===== config.mk =====
export PLATFORM = sky130hd
export DESIGN_NAME = reorder_buffer_flat
export DESIGN_NICKNAME = d
export VERILOG_FILES = /design/src/rtl/reorder_buffer_if.sv /design/src/rtl/reorder_buffer.sv /design/src/flat_wrapper.sv
export SDC_FILE = /design/constraint.sdc
export NUM_CORES = 2
export LEC_CHECK = 0
export CORE_ASPECT_RATIO = 1.1
export CORE_MARGIN = 4
export CORE_UTILIZATION = 55
export CTS_CLUSTER_DIAMETER = 80
export CTS_CLUSTER_SIZE = 16
export DETAILED_ROUTE_END_ITERATION = 10
export HOLD_SLACK_MARGIN = 0.08
export PLACE_DENSITY = 0.72
export RECOVER_POWER = 100
export SYNTH_ARGS = -nofsm -noshare
export SYNTH_HDL_FRONTEND = slang
export SYNTH_SLANG_ARGS = --single-unit

===== constraint.sdc =====
create_clock -name clk -period 7.7 [get_ports clk]
set_input_delay 2.31 -clock clk [delete_from_list [all_inputs] [get_ports clk]]
set_output_delay 2.31 -clock clk [all_outputs]
set_load 0.02 [all_outputs]

===== src/rtl/reorder_buffer_if.sv =====
// Dispatch, completion, operand-lookup and retire signals between the core and its reorder buffer.
// master = dispatch/execute side, slave = the reorder buffer itself.
interface reorder_buffer_if #(
   parameter int ENTRY_LOG2         = 5,
   parameter int NUM_REGISTERS_LOG2 = 5,
   parameter int DATA_W             = 32
);
   logic                          flush;
   logic                          resolve;
   logic                          alloc0;
   logic                          alloc1;
   logic                          alloc_spec0;
   logic                          alloc_spec1;
   logic [NUM_REGISTERS_LOG2-1:0] alloc_reg0;
   logic [NUM_REGISTERS_LOG2-1:0] alloc_reg1;
   logic [ENTRY_LOG2-1:0]         alloc_rob0;
   logic [ENTRY_LOG2-1:0]         alloc_rob1;
   logic                          alloc_ready;
   logic                          cmpl0;
   logic                          cmpl1;
   logic [ENTRY_LOG2-1:0]         cmpl_rob0;
   logic [ENTRY_LOG2-1:0]         cmpl_rob1;
   logic [DATA_W-1:0]             cmpl_data0;
   logic [DATA_W-1:0]             cmpl_data1;
   logic [ENTRY_LOG2-1:0]         rd_rob0;
   logic [ENTRY_LOG2-1:0]         rd_rob1;
   logic                          rd_done0;
   logic                          rd_done1;
   logic [DATA_W-1:0]             rd_data0;
   logic [DATA_W-1:0]             rd_data1;
   logic                          pop0;
   logic                          pop1;
   logic [NUM_REGISTERS_LOG2-1:0] pop_reg0;
   logic [NUM_REGISTERS_LOG2-1:0] pop_reg1;
   logic [ENTRY_LOG2-1:0]         pop_rob0;
   logic [ENTRY_LOG2-1:0]         pop_rob1;
   logic [DATA_W-1:0]             pop_data0;
   logic [DATA_W-1:0]             pop_data1;

   modport master (
      output flush, resolve,
      output alloc0, alloc1, alloc_spec0, alloc_spec1, alloc_reg0, alloc_reg1,
      input  alloc_rob0, alloc_rob1, alloc_ready,
      output cmpl0, cmpl1, cmpl_rob0, cmpl_rob1, cmpl_data0, cmpl_data1,
      output rd_rob0, rd_rob1,
      input  rd_done0, rd_done1, rd_data0, rd_data1,
      input  pop0, pop1, pop_reg0, pop_reg1, pop_rob0, pop_rob1, pop_data0, pop_data1
   );

   modport slave (
      input  flush, resolve,
      input  alloc0, alloc1, alloc_spec0, alloc_spec1, alloc_reg0, alloc_reg1,
      output alloc_rob0, alloc_rob1, alloc_ready,
      input  cmpl0, cmpl1, cmpl_rob0, cmpl_rob1, cmpl_data0, cmpl_data1,
      input  rd_rob0, rd_rob1,
      output rd_done0, rd_done1, rd_data0, rd_data1,
      output pop0, pop1, pop_reg0, pop_reg1, pop_rob0, pop_rob1, pop_data0, pop_data1
   );
endinterface


===== src/rtl/reorder_buffer.sv =====
// Circular 2-wide reorder buffer: allocates at dispatch, collects results from two pipes,
// retires in program order and discards/commits speculative tail entries on flush/resolve.
module reorder_buffer #(
   parameter int NUM_ENTRIES        = 32,
   parameter int ENTRY_LOG2         = 5,
   parameter int NUM_REGISTERS_LOG2 = 5,
   parameter int DATA_W             = 32
) (
   input logic             clk,
   input logic             reset,
   reorder_buffer_if.slave rob_bus
);
   localparam int              CW          = ENTRY_LOG2 + 1;
   localparam logic [CW-1:0]   READY_LIMIT = CW'(NUM_ENTRIES - 2);
   localparam logic [ENTRY_LOG2-1:0] ONE   = ENTRY_LOG2'(1);

   logic [ENTRY_LOG2-1:0]         head;
   logic [ENTRY_LOG2-1:0]         tail;
   logic [CW-1:0]                 count;
   logic [CW-1:0]                 spec_count;
   logic [NUM_ENTRIES-1:0]        vld;
   logic [NUM_ENTRIES-1:0]        done;
   logic [NUM_ENTRIES-1:0]        spec;
   logic [NUM_REGISTERS_LOG2-1:0] entry_reg  [NUM_ENTRIES];
   logic [DATA_W-1:0]             entry_data [NUM_ENTRIES];

   logic [ENTRY_LOG2-1:0]  head_plus1;
   logic [ENTRY_LOG2-1:0]  alloc_idx1;
   logic                   ready;
   logic                   take0;
   logic                   take1;
   logic                   retire0;
   logic                   retire1;
   logic                   cmpl_hit0;
   logic                   cmpl_hit1;
   logic [CW-1:0]          n_alloc;
   logic [CW-1:0]          n_spec_alloc;
   logic [CW-1:0]          n_pop;
   logic [CW-1:0]          n_flush;
   logic [NUM_ENTRIES-1:0] vld_next;
   logic [NUM_ENTRIES-1:0] done_next;
   logic [NUM_ENTRIES-1:0] spec_next;
   logic [ENTRY_LOG2-1:0]  head_next;
   logic [ENTRY_LOG2-1:0]  tail_next;
   logic [CW-1:0]          count_next;
   logic [CW-1:0]          spec_count_next;

   // Dispatch side: two free slots are required even for a single request.
   assign ready      = reset && (count <= READY_LIMIT) && !rob_bus.flush;
   assign take0      = rob_bus.alloc0 && ready;
   assign take1      = rob_bus.alloc1 && ready;
   assign alloc_idx1 = rob_bus.alloc0 ? tail + ONE : tail;

   assign rob_bus.alloc_ready = ready;
   assign rob_bus.alloc_rob0  = tail;
   assign rob_bus.alloc_rob1  = alloc_idx1;

   // Completion only lands on live entries; a stale index is silently dropped.
   assign cmpl_hit0 = rob_bus.cmpl0 && vld[rob_bus.cmpl_rob0];
   assign cmpl_hit1 = rob_bus.cmpl1 && vld[rob_bus.cmpl_rob1];

   assign rob_bus.rd_done0 = vld[rob_bus.rd_rob0] && done[rob_bus.rd_rob0];
   assign rob_bus.rd_done1 = vld[rob_bus.rd_rob1] && done[rob_bus.rd_rob1];
   assign rob_bus.rd_data0 = entry_data[rob_bus.rd_rob0];
   assign rob_bus.rd_data1 = entry_data[rob_bus.rd_rob1];

   // Retire side: the second slot can only go if the first one does.
   assign head_plus1 = head + ONE;
   assign retire0    = reset && (count != '0) && vld[head] && done[head] && !spec[head];
   assign retire1    = retire0 && vld[head_plus1] && done[head_plus1] && !spec[head_plus1];

   assign rob_bus.pop0      = retire0;
   assign rob_bus.pop1      = retire1;
   assign rob_bus.pop_rob0  = head;
   assign rob_bus.pop_rob1  = head_plus1;
   assign rob_bus.pop_reg0  = entry_reg[head];
   assign rob_bus.pop_reg1  = entry_reg[head_plus1];
   assign rob_bus.pop_data0 = entry_data[head];
   assign rob_bus.pop_data1 = entry_data[head_plus1];

   assign n_alloc      = CW'(take0) + CW'(take1);
   assign n_spec_alloc = CW'(take0 && rob_bus.alloc_spec0) + CW'(take1 && rob_bus.alloc_spec1);
   assign n_pop        = CW'(retire0) + CW'(retire1);
   assign n_flush      = rob_bus.flush ? spec_count : '0;

   // Speculative entries sit contiguously at the tail, so a flush is a pure tail rollback.
   assign head_next  = head + ENTRY_LOG2'(n_pop);
   assign tail_next  = tail + ENTRY_LOG2'(n_alloc) - ENTRY_LOG2'(n_flush);
   assign count_next = count + n_alloc - n_pop - n_flush;

   always_comb begin
      if (rob_bus.flush) begin
         spec_count_next = '0;
      end else if (rob_bus.resolve) begin
         spec_count_next = n_spec_alloc;
      end else begin
         spec_count_next = spec_count + n_spec_alloc;
      end
   end

   always_comb begin
      vld_next  = vld;
      done_next = done;
      spec_next = spec;
      if (cmpl_hit0) done_next[rob_bus.cmpl_rob0] = 1'b1;
      if (cmpl_hit1) done_next[rob_bus.cmpl_rob1] = 1'b1;
      if (retire0) vld_next[head] = 1'b0;
      if (retire1) vld_next[head_plus1] = 1'b0;
      if (rob_bus.flush) begin
         vld_next  = vld_next & ~spec;
         spec_next = '0;
      end else if (rob_bus.resolve) begin
         spec_next = '0;
      end
      // New entries never overlap live ones, so allocation simply wins.
      if (take0) begin
         vld_next[tail]  = 1'b1;
         done_next[tail] = 1'b0;
         spec_next[tail] = rob_bus.alloc_spec0;
      end
      if (take1) begin
         vld_next[alloc_idx1]  = 1'b1;
         done_next[alloc_idx1] = 1'b0;
         spec_next[alloc_idx1] = rob_bus.alloc_spec1;
      end
   end

   always_ff @(posedge clk) begin
      if (!reset) begin
         head       <= '0;
         tail       <= '0;
         count      <= '0;
         spec_count <= '0;
         vld        <= '0;
         done       <= '0;
         spec       <= '0;
      end else begin
         head       <= head_next;
         tail       <= tail_next;
         count      <= count_next;
         spec_count <= spec_count_next;
         vld        <= vld_next;
         done       <= done_next;
         spec       <= spec_next;
      end
   end

   // Payload storage is qualified by the control bits and needs no reset.
   always_ff @(posedge clk) begin
      if (take0) entry_reg[tail] <= rob_bus.alloc_reg0;
      if (take1) entry_reg[alloc_idx1] <= rob_bus.alloc_reg1;
      if (cmpl_hit0) entry_data[rob_bus.cmpl_rob0] <= rob_bus.cmpl_data0;
      if (cmpl_hit1) entry_data[rob_bus.cmpl_rob1] <= rob_bus.cmpl_data1;
   end
endmodule


===== src/flat_wrapper.sv =====
// flat-port wrapper written by rule: the top's interface ports become plain ports
module reorder_buffer_flat 
#(
   parameter int NUM_ENTRIES        = 32,
   parameter int ENTRY_LOG2         = 5,
   parameter int NUM_REGISTERS_LOG2 = 5,
   parameter int DATA_W             = 32
)
  (clk, reset, rob_bus_flush, rob_bus_resolve, rob_bus_alloc0, rob_bus_alloc1, rob_bus_alloc_spec0, rob_bus_alloc_spec1, rob_bus_alloc_reg0, rob_bus_alloc_reg1, rob_bus_alloc_rob0, rob_bus_alloc_rob1, rob_bus_alloc_ready, rob_bus_cmpl0, rob_bus_cmpl1, rob_bus_cmpl_rob0, rob_bus_cmpl_rob1, rob_bus_cmpl_data0, rob_bus_cmpl_data1, rob_bus_rd_rob0, rob_bus_rd_rob1, rob_bus_rd_done0, rob_bus_rd_done1, rob_bus_rd_data0, rob_bus_rd_data1, rob_bus_pop0, rob_bus_pop1, rob_bus_pop_reg0, rob_bus_pop_reg1, rob_bus_pop_rob0, rob_bus_pop_rob1, rob_bus_pop_data0, rob_bus_pop_data1);
  reorder_buffer_if #(.ENTRY_LOG2(ENTRY_LOG2), .NUM_REGISTERS_LOG2(NUM_REGISTERS_LOG2), .DATA_W(DATA_W)) rob_bus_i ();
  input logic clk;
  input logic reset;
  input wire logic [$bits(rob_bus_i.flush)-1:0] rob_bus_flush;
  input wire logic [$bits(rob_bus_i.resolve)-1:0] rob_bus_resolve;
  input wire logic [$bits(rob_bus_i.alloc0)-1:0] rob_bus_alloc0;
  input wire logic [$bits(rob_bus_i.alloc1)-1:0] rob_bus_alloc1;
  input wire logic [$bits(rob_bus_i.alloc_spec0)-1:0] rob_bus_alloc_spec0;
  input wire logic [$bits(rob_bus_i.alloc_spec1)-1:0] rob_bus_alloc_spec1;
  input wire logic [$bits(rob_bus_i.alloc_reg0)-1:0] rob_bus_alloc_reg0;
  input wire logic [$bits(rob_bus_i.alloc_reg1)-1:0] rob_bus_alloc_reg1;
  output wire logic [$bits(rob_bus_i.alloc_rob0)-1:0] rob_bus_alloc_rob0;
  output wire logic [$bits(rob_bus_i.alloc_rob1)-1:0] rob_bus_alloc_rob1;
  output wire logic [$bits(rob_bus_i.alloc_ready)-1:0] rob_bus_alloc_ready;
  input wire logic [$bits(rob_bus_i.cmpl0)-1:0] rob_bus_cmpl0;
  input wire logic [$bits(rob_bus_i.cmpl1)-1:0] rob_bus_cmpl1;
  input wire logic [$bits(rob_bus_i.cmpl_rob0)-1:0] rob_bus_cmpl_rob0;
  input wire logic [$bits(rob_bus_i.cmpl_rob1)-1:0] rob_bus_cmpl_rob1;
  input wire logic [$bits(rob_bus_i.cmpl_data0)-1:0] rob_bus_cmpl_data0;
  input wire logic [$bits(rob_bus_i.cmpl_data1)-1:0] rob_bus_cmpl_data1;
  input wire logic [$bits(rob_bus_i.rd_rob0)-1:0] rob_bus_rd_rob0;
  input wire logic [$bits(rob_bus_i.rd_rob1)-1:0] rob_bus_rd_rob1;
  output wire logic [$bits(rob_bus_i.rd_done0)-1:0] rob_bus_rd_done0;
  output wire logic [$bits(rob_bus_i.rd_done1)-1:0] rob_bus_rd_done1;
  output wire logic [$bits(rob_bus_i.rd_data0)-1:0] rob_bus_rd_data0;
  output wire logic [$bits(rob_bus_i.rd_data1)-1:0] rob_bus_rd_data1;
  output wire logic [$bits(rob_bus_i.pop0)-1:0] rob_bus_pop0;
  output wire logic [$bits(rob_bus_i.pop1)-1:0] rob_bus_pop1;
  output wire logic [$bits(rob_bus_i.pop_reg0)-1:0] rob_bus_pop_reg0;
  output wire logic [$bits(rob_bus_i.pop_reg1)-1:0] rob_bus_pop_reg1;
  output wire logic [$bits(rob_bus_i.pop_rob0)-1:0] rob_bus_pop_rob0;
  output wire logic [$bits(rob_bus_i.pop_rob1)-1:0] rob_bus_pop_rob1;
  output wire logic [$bits(rob_bus_i.pop_data0)-1:0] rob_bus_pop_data0;
  output wire logic [$bits(rob_bus_i.pop_data1)-1:0] rob_bus_pop_data1;
  assign rob_bus_i.flush = rob_bus_flush;
  assign rob_bus_i.resolve = rob_bus_resolve;
  assign rob_bus_i.alloc0 = rob_bus_alloc0;
  assign rob_bus_i.alloc1 = rob_bus_alloc1;
  assign rob_bus_i.alloc_spec0 = rob_bus_alloc_spec0;
  assign rob_bus_i.alloc_spec1 = rob_bus_alloc_spec1;
  assign rob_bus_i.alloc_reg0 = rob_bus_alloc_reg0;
  assign rob_bus_i.alloc_reg1 = rob_bus_alloc_reg1;
  assign rob_bus_alloc_rob0 = rob_bus_i.alloc_rob0;
  assign rob_bus_alloc_rob1 = rob_bus_i.alloc_rob1;
  assign rob_bus_alloc_ready = rob_bus_i.alloc_ready;
  assign rob_bus_i.cmpl0 = rob_bus_cmpl0;
  assign rob_bus_i.cmpl1 = rob_bus_cmpl1;
  assign rob_bus_i.cmpl_rob0 = rob_bus_cmpl_rob0;
  assign rob_bus_i.cmpl_rob1 = rob_bus_cmpl_rob1;
  assign rob_bus_i.cmpl_data0 = rob_bus_cmpl_data0;
  assign rob_bus_i.cmpl_data1 = rob_bus_cmpl_data1;
  assign rob_bus_i.rd_rob0 = rob_bus_rd_rob0;
  assign rob_bus_i.rd_rob1 = rob_bus_rd_rob1;
  assign rob_bus_rd_done0 = rob_bus_i.rd_done0;
  assign rob_bus_rd_done1 = rob_bus_i.rd_done1;
  assign rob_bus_rd_data0 = rob_bus_i.rd_data0;
  assign rob_bus_rd_data1 = rob_bus_i.rd_data1;
  assign rob_bus_pop0 = rob_bus_i.pop0;
  assign rob_bus_pop1 = rob_bus_i.pop1;
  assign rob_bus_pop_reg0 = rob_bus_i.pop_reg0;
  assign rob_bus_pop_reg1 = rob_bus_i.pop_reg1;
  assign rob_bus_pop_rob0 = rob_bus_i.pop_rob0;
  assign rob_bus_pop_rob1 = rob_bus_i.pop_rob1;
  assign rob_bus_pop_data0 = rob_bus_i.pop_data0;
  assign rob_bus_pop_data1 = rob_bus_i.pop_data1;
  reorder_buffer #(.NUM_ENTRIES(NUM_ENTRIES), .ENTRY_LOG2(ENTRY_LOG2), .NUM_REGISTERS_LOG2(NUM_REGISTERS_LOG2), .DATA_W(DATA_W)) u_core (.clk(clk), .reset(reset), .rob_bus(rob_bus_i));
endmodule

# Word-level counts from Yosys, hierarchy flattened
# Memory sizes are Yosys's and may differ from the RTL's. A register that Yosys moved wholly into a read port is not among the register bits.
# Index checks and enable logic that the tools add are counted.
[op_classes]
n_lt_le_gt_ge = 15
add_sub_neg = 12
bitwise_logic = 15
n_reduce_logical = 28
n_mux = 64
[op_table]
columns = ["op", "count"]
rows = [
  ["32-bit 2-to-1 mux", 13],
  ["32-bit AND", 5],
  ["32-bit inverter", 5],
  ["32-bit bitwise OR", 4],
  ["32-bit bitwise mux", 2],
  ["1-bit binary-select mux with 5-bit select", 12],
  ["5-bit by 6-bit less-than comparator with 1-bit output (second input constant)", 8],
  ["1-bit demux with 5-bit select", 6],
  ["5-bit by 1-bit >= comparator with 1-bit output (second input constant)", 6],
  ["1-bit 2-to-1 mux", 26],
  ["1-bit logical AND", 23],
  ["5-bit 2-to-1 mux", 3],
  ["6-bit adder", 2],
  ["6-bit 2-to-1 mux", 2],
  ["6-bit subtractor", 2],
  ["5-bit by 1-bit adder with 5-bit output (second input constant)", 2],
  ["5-bit adder", 2],
  ["1-bit by 1-bit adder with 2-bit output", 3],
  ["6-bit by 5-bit less-or-equal comparator with 1-bit output (second input constant)", 1],
  ["6-bit nonzero test", 1],
  ["5-bit subtractor", 1],
  ["1-bit zero test", 3],
  ["2-bit OR reduction", 1],
  ["1-bit inverter", 1],
]
[word_totals]
regBits = 118
out_inout_bits = 163
n_memories = 2
elab_cells = 143
input_bits = 104
ramBits = 1184
[memory_table]
columns = ["memory", "words", "word_bits", "rd", "rd_ports_with_merged_regs", "write_ports", "line", "source"]
rows = [
  ["u_core.entry_data", 32, 32, 4, 1, 2, "reorder_buffer.sv:25", "logic [DATA_W-1:0] entry_data [NUM_ENTRIES];"],
  ["u_core.entry_reg", 32, 5, 2, 1, 2, "reorder_buffer.sv:24", "logic [NUM_REGISTERS_LOG2-1:0] entry_reg [NUM_ENTRIES];"],
]

# Logic depth before layout (Yosys ltp)
[depth]
depth_word = 15
depth_mapped = 24
depth_no_buf = 20

# Worst setup path before layout
# OpenSTA, ideal clock, no wires.
[synth_path]
path_kind = "in2reg"
startpoint = "input port reset"
endpoint = "register u_core.count[4]"
path_stages = 20
arrival_ps = 7105
path_slack_ps = 467
setup_ps = 128
path_cell_list = "clkbuf_1 -> inv_2 -> a31oi_1 -> nand4_1 -> a221oi_1 -> and3_1 -> clkbuf_1 -> nor3b_1 -> ha_1 -> fa_1 -> fa_1 -> inv_1 -> ha_1 -> inv_1 -> fa_1 -> inv_1 -> a21o_1 -> a21oi_1 -> xor2_1 -> nor2_1"
[synth_via]
elab_chain_len = 10
[synth_lines]
columns = ["item", "line", "source"]
rows = [
  ["start, declared", "flat_wrapper.sv:12", "input logic reset;"],
  ["1-bit logical AND (4 in series)", "reorder_buffer.sv:69", "assign retire0 = reset && (count != '0) && vld[head] && done[head] && !spec[head];"],
  ["via rob_bus_pop0", "flat_wrapper.sv:36", "output wire logic [$bits(rob_bus_i.pop0)-1:0] rob_bus_pop0;"],
  ["1-bit logical AND (3 in series)", "reorder_buffer.sv:70", "assign retire1 = retire0 && vld[head_plus1] && done[head_plus1] && !spec[head_plus1];"],
  ["via rob_bus_pop1", "flat_wrapper.sv:37", "output wire logic [$bits(rob_bus_i.pop1)-1:0] rob_bus_pop1;"],
  ["1-bit by 1-bit adder with 2-bit output", "reorder_buffer.sv:83", "assign n_pop = CW'(retire0) + CW'(retire1);"],
  ["6-bit subtractor (2 in series)", "reorder_buffer.sv:89", "assign count_next = count + n_alloc - n_pop - n_flush;"],
  ["end signal, assigned", "reorder_buffer.sv:140", "count <= count_next;"],
  ["end, declared", "reorder_buffer.sv:19", "logic [CW-1:0] count;"],
]
# The timed path passes the listed nets, and every way through them passes these cells.
# A chain may end at the register's enable or synchronous reset.

==> results.md <==
- The flow ran to the end, but the final reports show violations.
- The checks that failed: capacitance limit, slew limit, setup timing.
- The most used flip-flop cell after synthesis is edfxtp_1.
- The distinct cell type count after synthesis is 71.
- The largest total area in the synthesized netlist belongs to edfxtp_1.
- The routed layout has 70200 vias.
- The CTS tree is built.
- Global routing consumed, over all layers together, 40.4% of the routing resources.
- The shortest clock period the worst path allows after layout is 7850 ps.
- In the final layout, the share of cells above drive strength 1 is 47.6%.
- The count of synthesis-stage warnings from yosys is 0.
- The initial core utilization is 55.4%.
- The worst-case hold path end point is u_core.spec_count[4].
- Yosys attributes the largest share of cell area to edfxtp_1 (38%), mux4_2 (31%), mux2_2 (15%), dfxtp_1 (2.5%), clkbuf_1 (2.3%).
- The max-capacitance violation count is 61.
- The worst register-to-register path has a setup slack of 1150 ps.
- The number of nets in the synthesized netlist is 6430.
- Of all nets on the critical path, the largest fanout is 19.
- The kind of end point of the critical path is a flip-flop.
- After synthesis, the largest area contributor takes up 38.0% of total cell area.
- The peak supply drop is 0.171 mV.
- Data arrives at the worst endpoint at 8220 ps.
- Across all setup checks in the final design, the least slack found is -154 ps.
- The number of placement rows is 158.
- At the end of routability-driven placement, the weighted congestion stood at 0.984.
- Leaving out fill and tap cells, the most frequent cells in the layout are mux4_2 (1280), mux2_2 (1240), edfxtp_1 (1184).
- The area growth from synthesis to layout is 8.70%.
- The H-tree was split into 3 levels.
- After the last flow step, the layout net total stands at 6304.
- The clock reaches the later pin of the worst-skew pair after 780 ps.
- The number of failing setup endpoints in the final timing report is 23.
- The total power after layout is 15.0 mW.
- Walking the worst path, the cells encountered are dlygate4sd3_1, mux4_2, mux2_2, a22oi_1, o21ai_0, inv_1, or3_1, nand2_1, dlymetal6s4s_1.
- In this run the static leakage power is 31.9 nW.
- The total non-filler cell area in the finished layout is 102000 sq um.
- The die outline area is 177000 sq um.
- After detailed placement, the total cell area comes to 100000 sq um.
- The dominant delay contributor by cell family on the critical path is buffers and inverters.
- In this run the worst setup path begins at rob_bus_cmpl_rob0[1].
- In this run the cell area of the synthesized design comes to 93600 sq um.
- The number of clock buffers inserted by TritonCTS is 98.
- The total number of clock tree sinks is 1302.
- The count of cells resized by post-cts repair is 0.
- The classification of the worst setup path is input pin to flip-flop.
- The quantity of hold-fixing buffers added after cts is 0.
- The cell chosen for the clock root is clkbuf_16.
- Measured along the y axis, the die boundary spans 441 um.
- Setup repair after global routing left no endpoint under its margin.
- The DRC marker count from the first detailed-route iteration is 12900.
- The areal power density over the cells is 147 nW/um^2.
- The worst path buffer plus inverter count is 3.
- The critical hold path startpoint is u_core.spec_count[4].
- After detailed routing, the average wire length per cell comes to 42.8 um.
- The remaining max-slew budget at the tightest pin is -88.9%.
- The number of global-route vias before repair is 68400.
- After global routing the overflow that remains totals 0.
- The final HPWL from detailed placement is 220000 um.
- In this run the critical register-to-register path is launched from u_core.rob_bus.pop_rob0[2].
- The critical path's slowest cell is nand2_1.
- The most common cell after layout, fill and taps aside is mux4_2.
- The total count of max-transition violations in the final report is 1004.
- The classification of the worst-slack hold path is flip-flop to flip-flop.
- The measured slew at the worst slew-check pin is 2830 ps.
- Of the total synthesized cell area, the portion taken by full adders, half adders and majority gates is 0.626%.
- The total of buffers placed on input and output ports is 266.
- Counting every instance in the synthesized netlist gives 6284.
- In the routed layout, each cell is associated on average with a via count of 8.29.
- In the finished design, the share of the clock period the worst path needs comes to 102%.
- Counting flops and latches in the post-synthesis netlist gives 1302.
- The horizontal die dimension is 401 um.
- The final clock skew is 43.8 ps.
- Summing the areas of all compound-gate instances in the mapped netlist gives 4.11% of the synthesized area.
- Clock-pin slew was measured on the worst setup and hold paths at 70 ps.
- Dividing the synthesized area by the synthesized cell count gives 14.9 sq um.
- The maximum number of pins on one net before global-route repair is 138.
- For this design the top-level I/O count stands at 267.
- Measured in cells, the most critical reg-to-reg path has a length of 21.
- The wire length of the first global-routing pass is 511000 um.
- The count of final hold-check violations is 0.
- The post-synthesis mux area share is 46.2%.
- The minimum setup slack after placement is 174 ps.
- Data on the critical path is required at its endpoint by 8060 ps.
- The share of async-settable or async-resettable flops after synthesis is 0%.
- The residual antenna-violating net count after detailed routing is 0.
- The post-synthesis simple-gate area fraction is 4.71%.
- The placeable core region is 169000 sq um.
- The number of antenna violations at the first check in global routing is 34.
- The total wirelength of the detailed-routed design is 363000 um.
- The maximum buffer depth of the clock tree is 3.
- Of the synthesized area, sequential elements account for 40.5%.
- Derived from the worst setup path, the maximum achievable clock frequency is 127 MHz.
- The number of optimization iterations in the first detailed-route pass is 8.
- Counting flops with a built-in enable in the synthesized netlist gives 1184.
- The largest stage delay on the critical path is 1440 ps.
- The DRC violation count after routing is 0.
- The dominant combinational cell family by area after synthesis is multiplexers.
- Of the total synthesized cell area, the portion taken by XOR and XNOR cells is 0.241%.
- The number of flip-flops in the largest register is 1024.
- The end of the worst register-to-register path is u_core.count[4].
- Counting instances, the worst hold path has a depth of 2.
- The number of buffers inserted to repair setup after CTS is 0.
- The kind of start point of the critical path is an input pin.
[cells by family after synthesis]
| kind of cell | after synthesis |
|---|---|
| muxes | 2563 |
| DFF | 1302 |
| adders and majority gates | 42 |
| xor gates and xnor gates | 24 |
| and+or+nand+nor | 955 |
| buffers and inverters | 865 |
| AOI/OAI and AO/OA | 533 |
[cell usage after synthesis (all sizes together), types with 41 or more instances]
library cell / number
buf: 209
edfxtp: 1184
nand4: 56
nand2: 459
mux2i: 41
o211a: 41
mux2: 1242
dfxtp: 118
o21ai: 104
clkbuf: 575
o211ai: 42
a22oi: 160
inv: 81
nor2: 73
nand3: 223
mux4: 1280
[worst reg2reg max path, stage by stage (launching register included)]
cell and delay (ps):
dfxtp_1 430, buf_4 430, and3b_1 640, a22oi_1 550, o2111ai_1 330, a222oi_1 410
buf_4 230, and3_1 180, nor3b_1 470, clkbuf_1 210, ha_1 290, fa_1 590
fa_1 420, inv_1 70, ha_1 170, inv_1 70, fa_1 460, inv_1 80
a21o_1 120, a21oi_1 80, xor2_1 150, nor2_1 50
[metrics by stage]
| stage | std cells | hold slack [ps] | util, % | TNS (ps) |
|---|---|---|---|---|
| after floorplan | 6284 | 463 | - | 0 |
| after global placement | 8298 | 475 | 59.2 | 0 |
| after detailed placement | 8298 | 496 | 59.2 | 0 |
| after CTS | 8444 | 518 | 60.9 | 0 |
| after global routing | 8460 | 551 | 60.2 | 0 |
| final | 8475 | 511 | 60.3 | -1570 |
[power by group]
group          switching (mW)  leakage [nW]  internal, mW
registers              0.0623          11.6          7.73
logic                    1.04          18.9         0.930
clock network            2.74          1.40          2.48
total                    3.83          31.9          11.1
[layout make-up]
type	instances	area (sq um)
diodes	31	77.6
clock buffers	115	2530
clock inverters	31	345
fillers	12700	67100
inverters	81	314
multi-input cells	4117	52500
flip-flops and latches	1302	37900
well taps	2240	2800
repair buffers	558	5240
[routing by layer]
metal  vias to the layer above  part of all wire (%)  track usage, %
li1                      25900                     -               -
met1                     35300                    32            51.1
met2                      7398                    43            58.0
met3                      1635                    17            15.9
met4                        12                   8.2            26.7
met5                         -                 0.018               0
[how the worst max path moves through the flow]
stage | end | slack (ps) | cells past startpoint
5_1_grt | rob_bus_rd_data0[22] | 90 | 7
4_1_cts | rob_bus_rd_done0 | 180 | 7
2_1_floorplan | u_core.count[4] | 470 | 20
3_3_place_gp | rob_bus_rd_done0 | 160 | 7
6_report | u_core.entry_data[11][11] | -150 | 9
3_5_place_dp | rob_bus_rd_done0 | 170 | 7
Power figures use the tool's default switching activity.
